## src/rtl/booth_pkg.sv

```systemverilog
// Shared types and helpers for the iterative radix-4 Booth multiplier.
package booth_pkg;

  // Recoded radix-4 Booth digit for one 3-bit multiplier window.
  typedef enum logic [2:0] {
    ZERO = 3'd0,
    POS1 = 3'd1,
    POS2 = 3'd2,
    NEG1 = 3'd3,
    NEG2 = 3'd4
  } booth_digit_e;

  // Control states of the sequential multiplier.
  typedef enum logic [1:0] {
    IDLE = 2'd0,
    RUN  = 2'd1,
    DONE = 2'd2
  } booth_state_e;

  // Number of radix-4 digits retired for a WIDTH-bit operand extended by two bits.
  function automatic int unsigned digit_count(input int unsigned width);
    return width / 2 + 1;
  endfunction

endpackage

```

## src/rtl/booth_r4_encoder.sv

```systemverilog
// Radix-4 Booth recoder: turns one multiplier window into a signed partial-product term.
module booth_r4_encoder
  import booth_pkg::*;
#(
  parameter int unsigned TW = 34
) (
  input  logic [2:0]    window,
  input  logic [TW-1:0] mcand,
  output logic [TW-1:0] term_c,
  output logic          carry_c
);

  booth_digit_e digit;
  logic [TW-1:0] mag;

  // Map {b[2k+1], b[2k], b[2k-1]} onto a digit in {-2,-1,0,+1,+2}.
  always_comb begin
    digit = ZERO;
    case (window)
      3'b001, 3'b010: digit = POS1;
      3'b011:         digit = POS2;
      3'b100:         digit = NEG2;
      3'b101, 3'b110: digit = NEG1;
      default:        digit = ZERO;
    endcase
  end

  // Select magnitude, then invert for negative digits; the +1 comes through carry_c.
  always_comb begin
    mag     = mcand;
    term_c  = '0;
    carry_c = 1'b0;
    if (digit == POS2 || digit == NEG2) begin
      mag = {mcand[TW-2:0], 1'b0};
    end
    case (digit)
      POS1, POS2: term_c = mag;
      NEG1, NEG2: begin
        term_c  = ~mag;
        carry_c = 1'b1;
      end
      default: term_c = '0;
    endcase
  end

endmodule

```

## src/rtl/booth_seq_mult.sv

```systemverilog
// Iterative radix-4 Booth multiplier, one digit per clock, valid/ready on both sides.
module booth_seq_mult
  import booth_pkg::*;
#(
  parameter int unsigned WIDTH = 16
) (
  input  logic               clk,
  input  logic               rst,
  input  logic               in_valid,
  output logic               in_ready,
  input  logic [WIDTH-1:0]   a,
  input  logic [WIDTH-1:0]   b,
  input  logic               signed_mode,
  output logic               out_valid,
  input  logic               out_ready,
  output logic [2*WIDTH-1:0] p
);

  localparam int unsigned N   = digit_count(WIDTH);
  localparam int unsigned CW  = $clog2(N);
  localparam int unsigned PW  = 2 * WIDTH;
  localparam int unsigned AW  = 2 * WIDTH + 2;
  localparam int unsigned MPW = WIDTH + 3;

  booth_state_e   state_q, state_d;
  logic [CW-1:0]  cnt_q, cnt_d;
  logic [AW-1:0]  acc_q, acc_d;
  logic [AW-1:0]  mcand_q, mcand_d;
  logic [MPW-1:0] mplier_q, mplier_d;
  logic           mode_q, mode_d;
  logic [PW-1:0]  p_q, p_d;
  logic           in_ready_q, in_ready_d;
  logic           out_valid_q, out_valid_d;

  logic [AW-1:0]  term;
  logic           carry;
  logic           a_ext, b_ext, fill;

  // Partial-product term for the current window; the multiplicand register is pre-shifted by 2k.
  booth_r4_encoder #(
    .TW(AW)
  ) u_enc (
    .window (mplier_q[2:0]),
    .mcand  (mcand_q),
    .term_c (term),
    .carry_c(carry)
  );

  assign a_ext = signed_mode & a[WIDTH-1];
  assign b_ext = signed_mode & b[WIDTH-1];
  assign fill  = mode_q & mplier_q[MPW-1];

  // Next-state, datapath and registered-output logic.
  always_comb begin
    state_d  = state_q;
    cnt_d    = cnt_q;
    acc_d    = acc_q;
    mcand_d  = mcand_q;
    mplier_d = mplier_q;
    mode_d   = mode_q;
    p_d      = p_q;

    case (state_q)
      IDLE: begin
        if (in_valid && in_ready_q) begin
          mcand_d  = {{(WIDTH + 2){a_ext}}, a};
          mplier_d = {b_ext, b_ext, b, 1'b0};
          mode_d   = signed_mode;
          acc_d    = '0;
          cnt_d    = '0;
          state_d  = RUN;
        end
      end
      RUN: begin
        acc_d    = acc_q + term + AW'(carry);
        mcand_d  = {mcand_q[AW-3:0], 2'b00};
        mplier_d = {fill, fill, mplier_q[MPW-1:2]};
        if (cnt_q == CW'(N - 1)) begin
          cnt_d   = '0;
          p_d     = acc_d[PW-1:0];
          state_d = DONE;
        end else begin
          cnt_d = cnt_q + CW'(1);
        end
      end
      DONE: begin
        if (out_ready) begin
          state_d = IDLE;
        end
      end
      default: state_d = IDLE;
    endcase

    in_ready_d  = (state_d == IDLE);
    out_valid_d = (state_d == DONE);
  end

  // State and datapath registers; reset aborts any operation in flight.
  always_ff @(posedge clk) begin
    if (rst) begin
      state_q     <= IDLE;
      cnt_q       <= '0;
      acc_q       <= '0;
      mcand_q     <= '0;
      mplier_q    <= '0;
      mode_q      <= 1'b0;
      p_q         <= '0;
      in_ready_q  <= 1'b1;
      out_valid_q <= 1'b0;
    end else begin
      state_q     <= state_d;
      cnt_q       <= cnt_d;
      acc_q       <= acc_d;
      mcand_q     <= mcand_d;
      mplier_q    <= mplier_d;
      mode_q      <= mode_d;
      p_q         <= p_d;
      in_ready_q  <= in_ready_d;
      out_valid_q <= out_valid_d;
    end
  end

  // Ready flop sits preset during reset so acceptance opens in the first cycle after rst drops.
  assign in_ready  = in_ready_q & ~rst;
  assign out_valid = out_valid_q;
  assign p         = p_q;

endmodule
```

## config.mk

```make
export PLATFORM = sky130hd
export DESIGN_NAME = booth_seq_mult
export DESIGN_NICKNAME = d
export VERILOG_FILES = /design/src/rtl/booth_pkg.sv /design/src/rtl/booth_r4_encoder.sv /design/src/rtl/booth_seq_mult.sv
export SDC_FILE = /design/constraint.sdc
export NUM_CORES = 1
export LEC_CHECK = 0
export ABC_AREA = 0
export CORE_MARGIN = 1.5
export CORE_UTILIZATION = 55
export DETAILED_ROUTE_END_ITERATION = 10
export GPL_ROUTABILITY_DRIVEN = 0
export PLACE_DENSITY = 0.88
export SYNTH_ARGS = -nofsm -noshare
export SYNTH_HDL_FRONTEND = slang
export SYNTH_SLANG_ARGS = --single-unit
```

## constraint.sdc

```tcl
create_clock -name clk -period 4.55 [get_ports clk]
set_input_delay 0.6825 -clock clk [delete_from_list [all_inputs] [get_ports clk]]
set_output_delay 0.6825 -clock clk [all_outputs]
set_load 0.005 [all_outputs]
```

# ---- Yosys cells after proc, flatten, opt, wreduce, memory -nomap -nowiden
# Cells that the tools add are included.
dict set report classes {
  n_addsub 3
  n_reduce_logical 12
  muxes 17
  eq_ne 15
  bitwise_logic 6
}
# operator n
set op_table {}
lappend op_table {{$pmux W34 S2} 3}
lappend op_table {{$mux W34} 3}
lappend op_table {{$pmux W19 S2} 1}
lappend op_table {{$add A34 B1 Y34} 1}
lappend op_table {{$add A34 B34 Y34} 1}
lappend op_table {{$not A34 Y34} 1}
lappend op_table {{$mux W19} 1}
lappend op_table {{$eq A3 B2 Y1 const B} 4}
lappend op_table {{$eq A3 B3 Y1 const B} 4}
lappend op_table {{$pmux W3 S4} 1}
lappend op_table {{$mux W4} 2}
lappend op_table {{$pmux W4 S2} 1}
lappend op_table {{$reduce_or A2 Y1} 4}
lappend op_table {{$eq A3 B1 Y1 const B} 2}
lappend op_table {{$mux W2} 3}
lappend op_table {{$pmux W2 S3} 1}
lappend op_table {{$reduce_and A2 Y1} 3}
lappend op_table {{$add A4 B1 Y4 const B} 1}
lappend op_table {{$and A1 B1 Y1} 4}
lappend op_table {{$eq A2 B2 Y1 const B} 2}
lappend op_table {{$eq A4 B4 Y1 const B} 1}
lappend op_table {{$logic_not A2 Y1} 2}
lappend op_table {{$eq A2 B1 Y1 const B} 1}
lappend op_table {{$ne A2 B2 Y1 const B} 1}
lappend op_table {{other kinds (5)} 5}
dict set report word_totals {
  regBits 128
  out_inout_bits 34
  input_bits 37
  elab_cells 62
}

# ---- Logic depth before layout (Yosys ltp)
dict set report depth {
  word_depth 11
  ltp_mapped 16
}

# ---- Cells and area by module
# A second synthesis with hierarchy kept.
dict set report hier_totals {
  cells_unflattened 954
  area_unflattened_um2 7797.5
}
# mod area_each_um2 cells_each n_inst
set by_module_without_submodules {}
lappend by_module_without_submodules {booth_seq_mult 6384.9 787 1}
lappend by_module_without_submodules {booth_r4_encoder 1412.6 167 1}

# ---- Least setup slack after synthesis
# No wires, ideal clock.
dict set report synth_timing {
  path_kind {register to register}
  startpoint {register mplier_q[2]}
  endpoint {register p_q[14], in the netlist p[14]}
  required_time_ns 4.428
  n_path_buf 2
  stages_incl_launch_ff 17
  path_slack_ns 1.085
  t_arrival_ns 3.343
  synth_period_minus_slack_ns 3.465
  path_cell_list {dfxtp_1 buf_2 buf_1 a21oi_1 o22ai_1 a31oi_1 fa_1 inv_1 fa_1 nor2b_1 o31a_1 o31ai_1 o211ai_1 a31oi_2 o21ai_2 nor4b_1 a311o_1}
}
dict set report synth_via {
  elab_chain_len 10
  word_cells_on_any_way 22
  cone_classes {add/sub (2); eq/ne (10); mux (4); bitwise (1); reduce/logical (5)}
}
# item line_no
set synth_lines {}
lappend synth_lines {{start: declaration} booth_seq_mult.sv:29} ;# logic [MPW-1:0] mplier_q, mplier_d;
lappend synth_lines {{start signal: assignment} booth_seq_mult.sv:115} ;# mplier_q <= mplier_d;
lappend synth_lines {{$eq A3 B3 Y1, or another cell as far along} booth_r4_encoder.sv:19} ;# case (window)
lappend synth_lines {{$reduce_or A2 Y1} booth_r4_encoder.sv:19}
lappend synth_lines {{$pmux W3 S4 (*)} booth_r4_encoder.sv:19}
lappend synth_lines {{$eq A3 B2 Y1 / $eq A3 B3 Y1 (equally long branches)} {booth_r4_encoder.sv:33, booth_r4_encoder.sv:36}}
lappend synth_lines {{$logic_or A1 B1 Y1} booth_r4_encoder.sv:33} ;# if (digit == POS2 || digit == NEG2) begin
lappend synth_lines {{$mux W34} booth_r4_encoder.sv:33}
lappend synth_lines {{$not A34 Y34} booth_r4_encoder.sv:39} ;# term_c = ~mag;
lappend synth_lines {{$pmux W34 S2} booth_r4_encoder.sv:36} ;# case (digit)
lappend synth_lines {{$add A34 B34 Y34} booth_seq_mult.sv:75} ;# acc_d = acc_q + term + AW'(carry);
lappend synth_lines {{$add A34 B1 Y34 (*)} booth_seq_mult.sv:75}
lappend synth_lines {{end signal: assignment} booth_seq_mult.sv:117} ;# p_q <= p_d;
lappend synth_lines {{end: declaration} booth_seq_mult.sv:31} ;# logic [PW-1:0] p_q, p_d;
# Every way passes the cells marked *; elsewhere a longest branch is shown, timed or not.
# A chain may end at the register's enable or synchronous reset.

# ---- Worst setup path in the final report
dict set report layout_timing {
  startpoint {register mplier_q[1]}
  endpoint {register acc_q[30]}
}
dict set report layout_via {
  elab_chain_len 11
  word_cells_on_any_way 23
  cone_classes {add/sub (2); eq/ne (10); mux (5); bitwise (1); reduce/logical (5)}
}
# item line_no
set layout_lines {}
lappend layout_lines {{$eq A3 B3 Y1, or another cell as far along} booth_r4_encoder.sv:19}
lappend layout_lines {{$reduce_or A2 Y1} booth_r4_encoder.sv:19}
lappend layout_lines {{$pmux W3 S4 (*)} booth_r4_encoder.sv:19}
lappend layout_lines {{$eq A3 B2 Y1 / $eq A3 B3 Y1 (equally long branches)} {booth_r4_encoder.sv:33, booth_r4_encoder.sv:36}}
lappend layout_lines {{$logic_or A1 B1 Y1} booth_r4_encoder.sv:33}
lappend layout_lines {{$mux W34} booth_r4_encoder.sv:33}
lappend layout_lines {{$not A34 Y34} booth_r4_encoder.sv:39}
lappend layout_lines {{$pmux W34 S2} booth_r4_encoder.sv:36}
lappend layout_lines {{$add A34 B34 Y34} booth_seq_mult.sv:75}
lappend layout_lines {{$add A34 B1 Y34 (*)} booth_seq_mult.sv:75}
lappend layout_lines {{$pmux W34 S2 (*)} booth_seq_mult.sv:63} ;# case (state_q)
lappend layout_lines {{end signal: assignment} booth_seq_mult.sv:103} ;# acc_q <= '0;
lappend layout_lines {{end signal: assignment} booth_seq_mult.sv:113} ;# acc_q <= acc_d;
lappend layout_lines {{end: declaration} booth_seq_mult.sv:27} ;# logic [AW-1:0] acc_q, acc_d;
# Marks and branches as above.

==> metrics.csv <==
stage,metric,value,unit
sta,final worst slack,564,ps
status,outcome,"finished, final reports clean",
clock_tree,CTS buffer count,17,
die,Die Ht,118,um
synthesis,syn avg cell area,7.73,um2
drt,wl on met1,8020,um
worst_setup_path,Startpoint Class,flip-flop,
synthesis,Post-synth ARST share,0,%
drt,routed vias,7119,
sta,# setup viols final,0,
global_routing,largest net degree at the start of global routing,101,
global_routing,GRT overflow,0,
cells_and_area,fraction of layout cells with a size suffix above 1,6.35,%
die,IO Count,71,
synthesis,"flops & latches, synth",123,
global_routing,GRT Overall Usage,27.2,%
synthesis,syn_nets,1005,
synthesis,Mapped Area,0.00722,mm2
clock_tree,H-Tree Level Count,4,
synthesis,ys flop type,dfxtp_1,
drt,antenna-violating nets left,0,
synthesis,sequential share of the synthesized area,34.1,%
worst_setup_path,critical path class,flip-flop to flip-flop,
cells_and_area,area added between synthesis and finish,17.8,%
die,cell row count,41,
drt,met3 WL,1270,um
clock_tree,CTS Buffer Depth,2,
clock_tree,worst skew pair latency,430,ps
worst_setup_path,crit path DAT,4300,ps
cells_and_area,FF/Latch Area,0.00246,mm2
drt,met2 WL post-DR,8750,um
worst_setup_path,Critical Path Fanout Max,24,
global_routing,first-pass GRT wire length,31200,um
power,worst vdd ir,246,uV
drt,Residual DRC,0,
die,Die Wd,118,um
power,Lkg Pwr,3.30,nW
sta,fin crit share,87.6,%
job,Max Cap Viol,0,
sta,final hold violation count,0,
clock_tree,"Setup Fix Bufs, Post-CTS",0,
clock_tree,CTS tree,built,
global_routing,number of global-route vias before repair,6548,
cells_and_area,Nets,1036,
worst_setup_path,crit path capture type,flip-flop,
placement,count of input and output buffers,70,
drt,routed vias/inst,6.20,
worst_setup_path,Worst EP required,4870,ps
cells_and_area,Final Instance Area,0.00850,mm2
cells_and_area,# diodes,0,
drt,DRT iter0 DRCs,569,
min_path,Hold/Removal Path Class,flip-flop to flip-flop,
synthesis,Post-synth EDFFs,0,
global_routing,initial antenna violation count,0,
die,initial core utilization,56.7,%
cells_and_area,Finished Core Util,66.8,%
sta,fmax,251,MHz
drt,total wire length,18700,um
clock_tree,"CTS clk-pin slew, worst paths",60,ps
sta,Slew Limit Headroom,16.4,%
synthesis,Synth cell types,60,
sta,setup TNS,0,ps
drt,1st-pass router iterations,5,
clock_tree,# resized after CTS,0,
placement,HPWL after detailed placement,12800,um
cells_and_area,Fillers,1066,
drt,highest metal used,met4,
clock_tree,Root Driver,clkbuf_16,
placement,placed cell area,0.00798,mm2
power,Pwr Density,362,mW/mm2
synthesis,Post-Syn Instances,934,
sta,Max Slew Vio Count,0,
power,Pwr Total,3.08,mW
sta,Least-Margin Pin Slew,1250,ps
sta,clk_skew,11.2,ps
clock_tree,hold_buf cts,0,
sta,final critical-path required period,3990,ps
clock_tree,clk sinks,123,
sta,RSZ-0062 raised after global routing,false,
die,core area,0.0127,mm2
drt,WL/cell,16.3,um
synthesis,Synth warnings,0,
cells_and_area,area of the multi-input gates,0.00445,mm2
placement,Place WS,673,ps
die,die area,0.0138,mm2
## critical path: stages, from the launching register on
cell and delay [ps]:
dfxtp_1 470, and3b_1 790, a22oi_1 190, o21ai_0 120, ha_1 300, nor2b_1 170
o31a_1 310, o311ai_1 420, nand3b_1 290, a21oi_1 350, o21ai_1 120, xor2_1 150
a22o_1 190
## layout make-up
cell class / count / share of cell area (%)
Clock buffer: 19 / 5.21
Clock inverter: 11 / 0.883
Inverter: 14 / 0.618
Multi-Input combinational cell: 725 / 52.3
Sequential cell: 123 / 29.0
Tap cell: 172 / 2.53
Timing Repair Buffer: 84 / 9.45
## cell usage in the layout, fill, tap and decap left out, types with 16 or more instances in the layout
master / count
ha_1: 32
a311oi_1: 29
dfxtp_1: 122
a22oi_1: 30
a31oi_1: 24
o21ai_0: 44
a22o_1: 16
xnor2_1: 17
nand3_1: 41
xor2_1: 40
clkdlybuf4s50_1: 69
a21oi_1: 79
clkbuf_16: 17
nand2_1: 172
nor2_1: 70
## cells by family after synthesis
kind of cell / count (synthesis) / share of synthesized area [%]
AND/OR/NAND/NOR: 349 / 21.4
AO/OA/AOI/OAI: 282 / 26.5
flip-flops: 123 / 34.1
buffers and inverters: 86 / 4.61
XOR/XNOR: 58 / 7.04
adder cells (fa/ha/maj): 34 / 6.10
multiplexers: 2 / 0.277
## report_power, final
group / internal [mW] / switching, mW / leakage [nW]
Clock: 0.698 / 0.491 / 0.243
Combinational: 0.255 / 0.426 / 2.06
Sequential: 1.14 / 0.0681 / 1.00
## state kept, by name, summed over array words and instances (netlist names)
register    flops
in_ready_q      1
out_valid       1
mplier_q       18
p              32
cnt_q           4
acc_q          32
mode_q          1
state_q         2
mcand_q        32
## Yosys cell counts, types with 8 or more instances
cell / count / area (um2)
buf_2: 8 / 40.0
nand4_1: 10 / 62.6
ha_1: 32 / 400
nand3_1: 41 / 205
dfxtp_1: 123 / 2460
a22o_1: 16 / 140
o21ai_0: 44 / 220
a31oi_1: 24 / 150
a311oi_1: 29 / 254
nor3_1: 11 / 55.1
xnor2_1: 17 / 149
a22oi_1: 30 / 225
a21o_1: 10 / 75.1
nand2_1: 172 / 646
xor2_1: 41 / 359
inv_1: 14 / 52.6
o211ai_1: 9 / 67.6
a21oi_1: 79 / 395
clkbuf_1: 50 / 188
nor2b_1: 9 / 56.3
buf_1: 14 / 52.6
nor2_1: 71 / 267
## per-stage QoR
stage,hold WS [ps],instances
final,454,1148
after CTS,456,1148
after global placement,438,1118
after global routing,479,1148
after detailed placement,448,1118
after floorplan,429,934
## worst paths after layout
| kind | from | slack (ps) | end | cells after the start |
|---|---|---|---|---|
| worst min register to register | p[27]$_SDFFE_PP0P_ | 450 | p[27]$_SDFFE_PP0P_ | 2 |
| worst max-delay path | mplier_q[1]$_SDFFE_PP0P_ | 560 | acc_q[30]$_SDFFE_PP0P_ | 12 |
| worst max register to register | mplier_q[1]$_SDFFE_PP0P_ | 560 | acc_q[30]$_SDFFE_PP0P_ | 12 |
| worst min-delay path | p[27]$_SDFFE_PP0P_ | 450 | p[27]$_SDFFE_PP0P_ | 2 |
## routing by layer
metal	track usage, %	up-vias
met5	0	-
met4	11.7	0
li1	-	3425
met1	34.7	3309
met2	44.6	328
met3	5.72	57
Power figures use the tool's default switching activity.
==> RTL change (config.mk and constraints unchanged) <==
The 3 states of `booth_state_e` get a one-hot encoding in 3 bits.
--- a/src/rtl/booth_pkg.sv
+++ b/src/rtl/booth_pkg.sv
@@ -11,10 +11,10 @@
   } booth_digit_e;
 
   // Control states of the sequential multiplier.
-  typedef enum logic [1:0] {
-    IDLE = 2'd0,
-    RUN  = 2'd1,
-    DONE = 2'd2
+  typedef enum logic [2:0] {
+    IDLE = 3'b001,
+    RUN  = 3'b010,
+    DONE = 3'b100
   } booth_state_e;
 
   // Number of radix-4 digits retired for a WIDTH-bit operand extended by two bits.
Formal check against the unedited RTL: no difference found for any inputs over 10 cycles, from zero or initial values and one cycle with rst high; not proved beyond that.
==> RTL change against the original RTL <==
Area after synthesis grew 0.16%. Worst setup slack improved by 0.11 ns. Total power down 2.5%. Sequential cell count is 1 higher. Final area rose by 0.79%. Via count decreased by 3.8%. Global-route usage shrank 0.80 points. Routed wire length shrank 1.9%. Sequential power is 3% lower. Critical path type unchanged. Largest power group is now clock.
==> RTL change: results (changes against the original RTL) <==
| Metric | Value |
|---|---|
| Status | complete, no violations (unchanged) |
| Pint | 2.209 mW (was 2.096 mW) |
| Worst r2r src | mplier_q[0]$_SDFFE_PP0P_ (was mplier_q[1]$_SDFFE_PP0P_) |
| First-pass GRT wire length | 29900 µm (was 31240 µm) |
| Layout cell share with drive strength beyond 1 | 0.06994 (was 0.06352) |
| GRT Resource Usage Total | 0.2641 (was 0.2721) |
| Reg2Reg Depth | 16 (was 12) |
| Clock net power | 1.42 mW (was 1.19 mW) |
| Routed WL | 18310 µm (was 18670 µm) |
| Worst hold start | p[18]$_SDFFE_PP0P_ (was p[27]$_SDFFE_PP0P_) |
| Synthesized Nets | 987 (was 1005) |
| Fin cells | 1130 (was 1148) |
| Number of DRC markers in iteration 0 | 505 (was 569) |
| Post-synthesis sequential area ratio | 0.3434 (was 0.3411) |
| Vias in the first global route | 6166 (was 6548) |
| Largest stage delay on the critical path | 0.46 ns (was 0.79 ns) |
| CP max stage cell | o41ai_4 (was and3b_1) |
| Post-synth top cells | nand2_1, dfxtp_1, a21oi_1, nor2_1, clkbuf_1 (unchanged) |
| Hold slack | 0.4517 ns (was 0.4538 ns) |
| WP data arrival | 4.19 ns (was 4.30 ns) |
| DP Area | 0.007951 mm² (was 0.007984 mm²) |
| Synth area leaders | dfxtp_1, nand2_1, ha_1 (unchanged) |
| Fin nets | 1016 (was 1036) |
| Final Cycle Share | 0.8510 (was 0.8760) |
| Comb pwr | 0.406 mW (was 0.681 mW) |
| WHS Endpoint | p[18]$_SDFFE_PP0P_ (was p[27]$_SDFFE_PP0P_) |
| Critical Path Fanout Max | 5 (was 24) |
| Largest net degree at the start of global routing | 81 (was 101) |
| Peak supply drop | 0.2656 mV (was 0.2464 mV) |
-- RTL change: changes by cell type after synthesis, sizes merged, moves of 6 or more --
cell	delta
o211ai	-9
nor2b	-6
clkbuf	+8
nand4b	+6
a21oi	-7
nor2	-7
buf	-9
-- RTL change: cell type report --
cell class | count | area, µm² | area share
clock inverters | 11 | 167.7 | 0.01956
repair buffers | 81 | 780.7 | 0.09111
clock buffers | 21 | 450.4 | 0.05256
well taps | 172 | 215.2 | 0.02511
multi-input cells | 709 | 4427 | 0.5166
inverters | 12 | 45.04 | 0.005256
flip-flops and latches | 124 | 2484 | 0.2898
-- RTL change: cell families after synthesis --
kind of cell	synth area share
fa+ha+maj	0.06092
xor+xnor	0.07390
compound gates	0.2603
mux	0.005538
buf+inv	0.04708
flops	0.3434
simple gates	0.2089
-- RTL change: per-layer routing --
metal  vias up  part of all wire  track usage
li1       3345                 -            -
met1      3228              0.45       0.3441
met3        48             0.059      0.06541
met2       225              0.46       0.4112
met4         0             0.030       0.1242
met5         -                 0            0
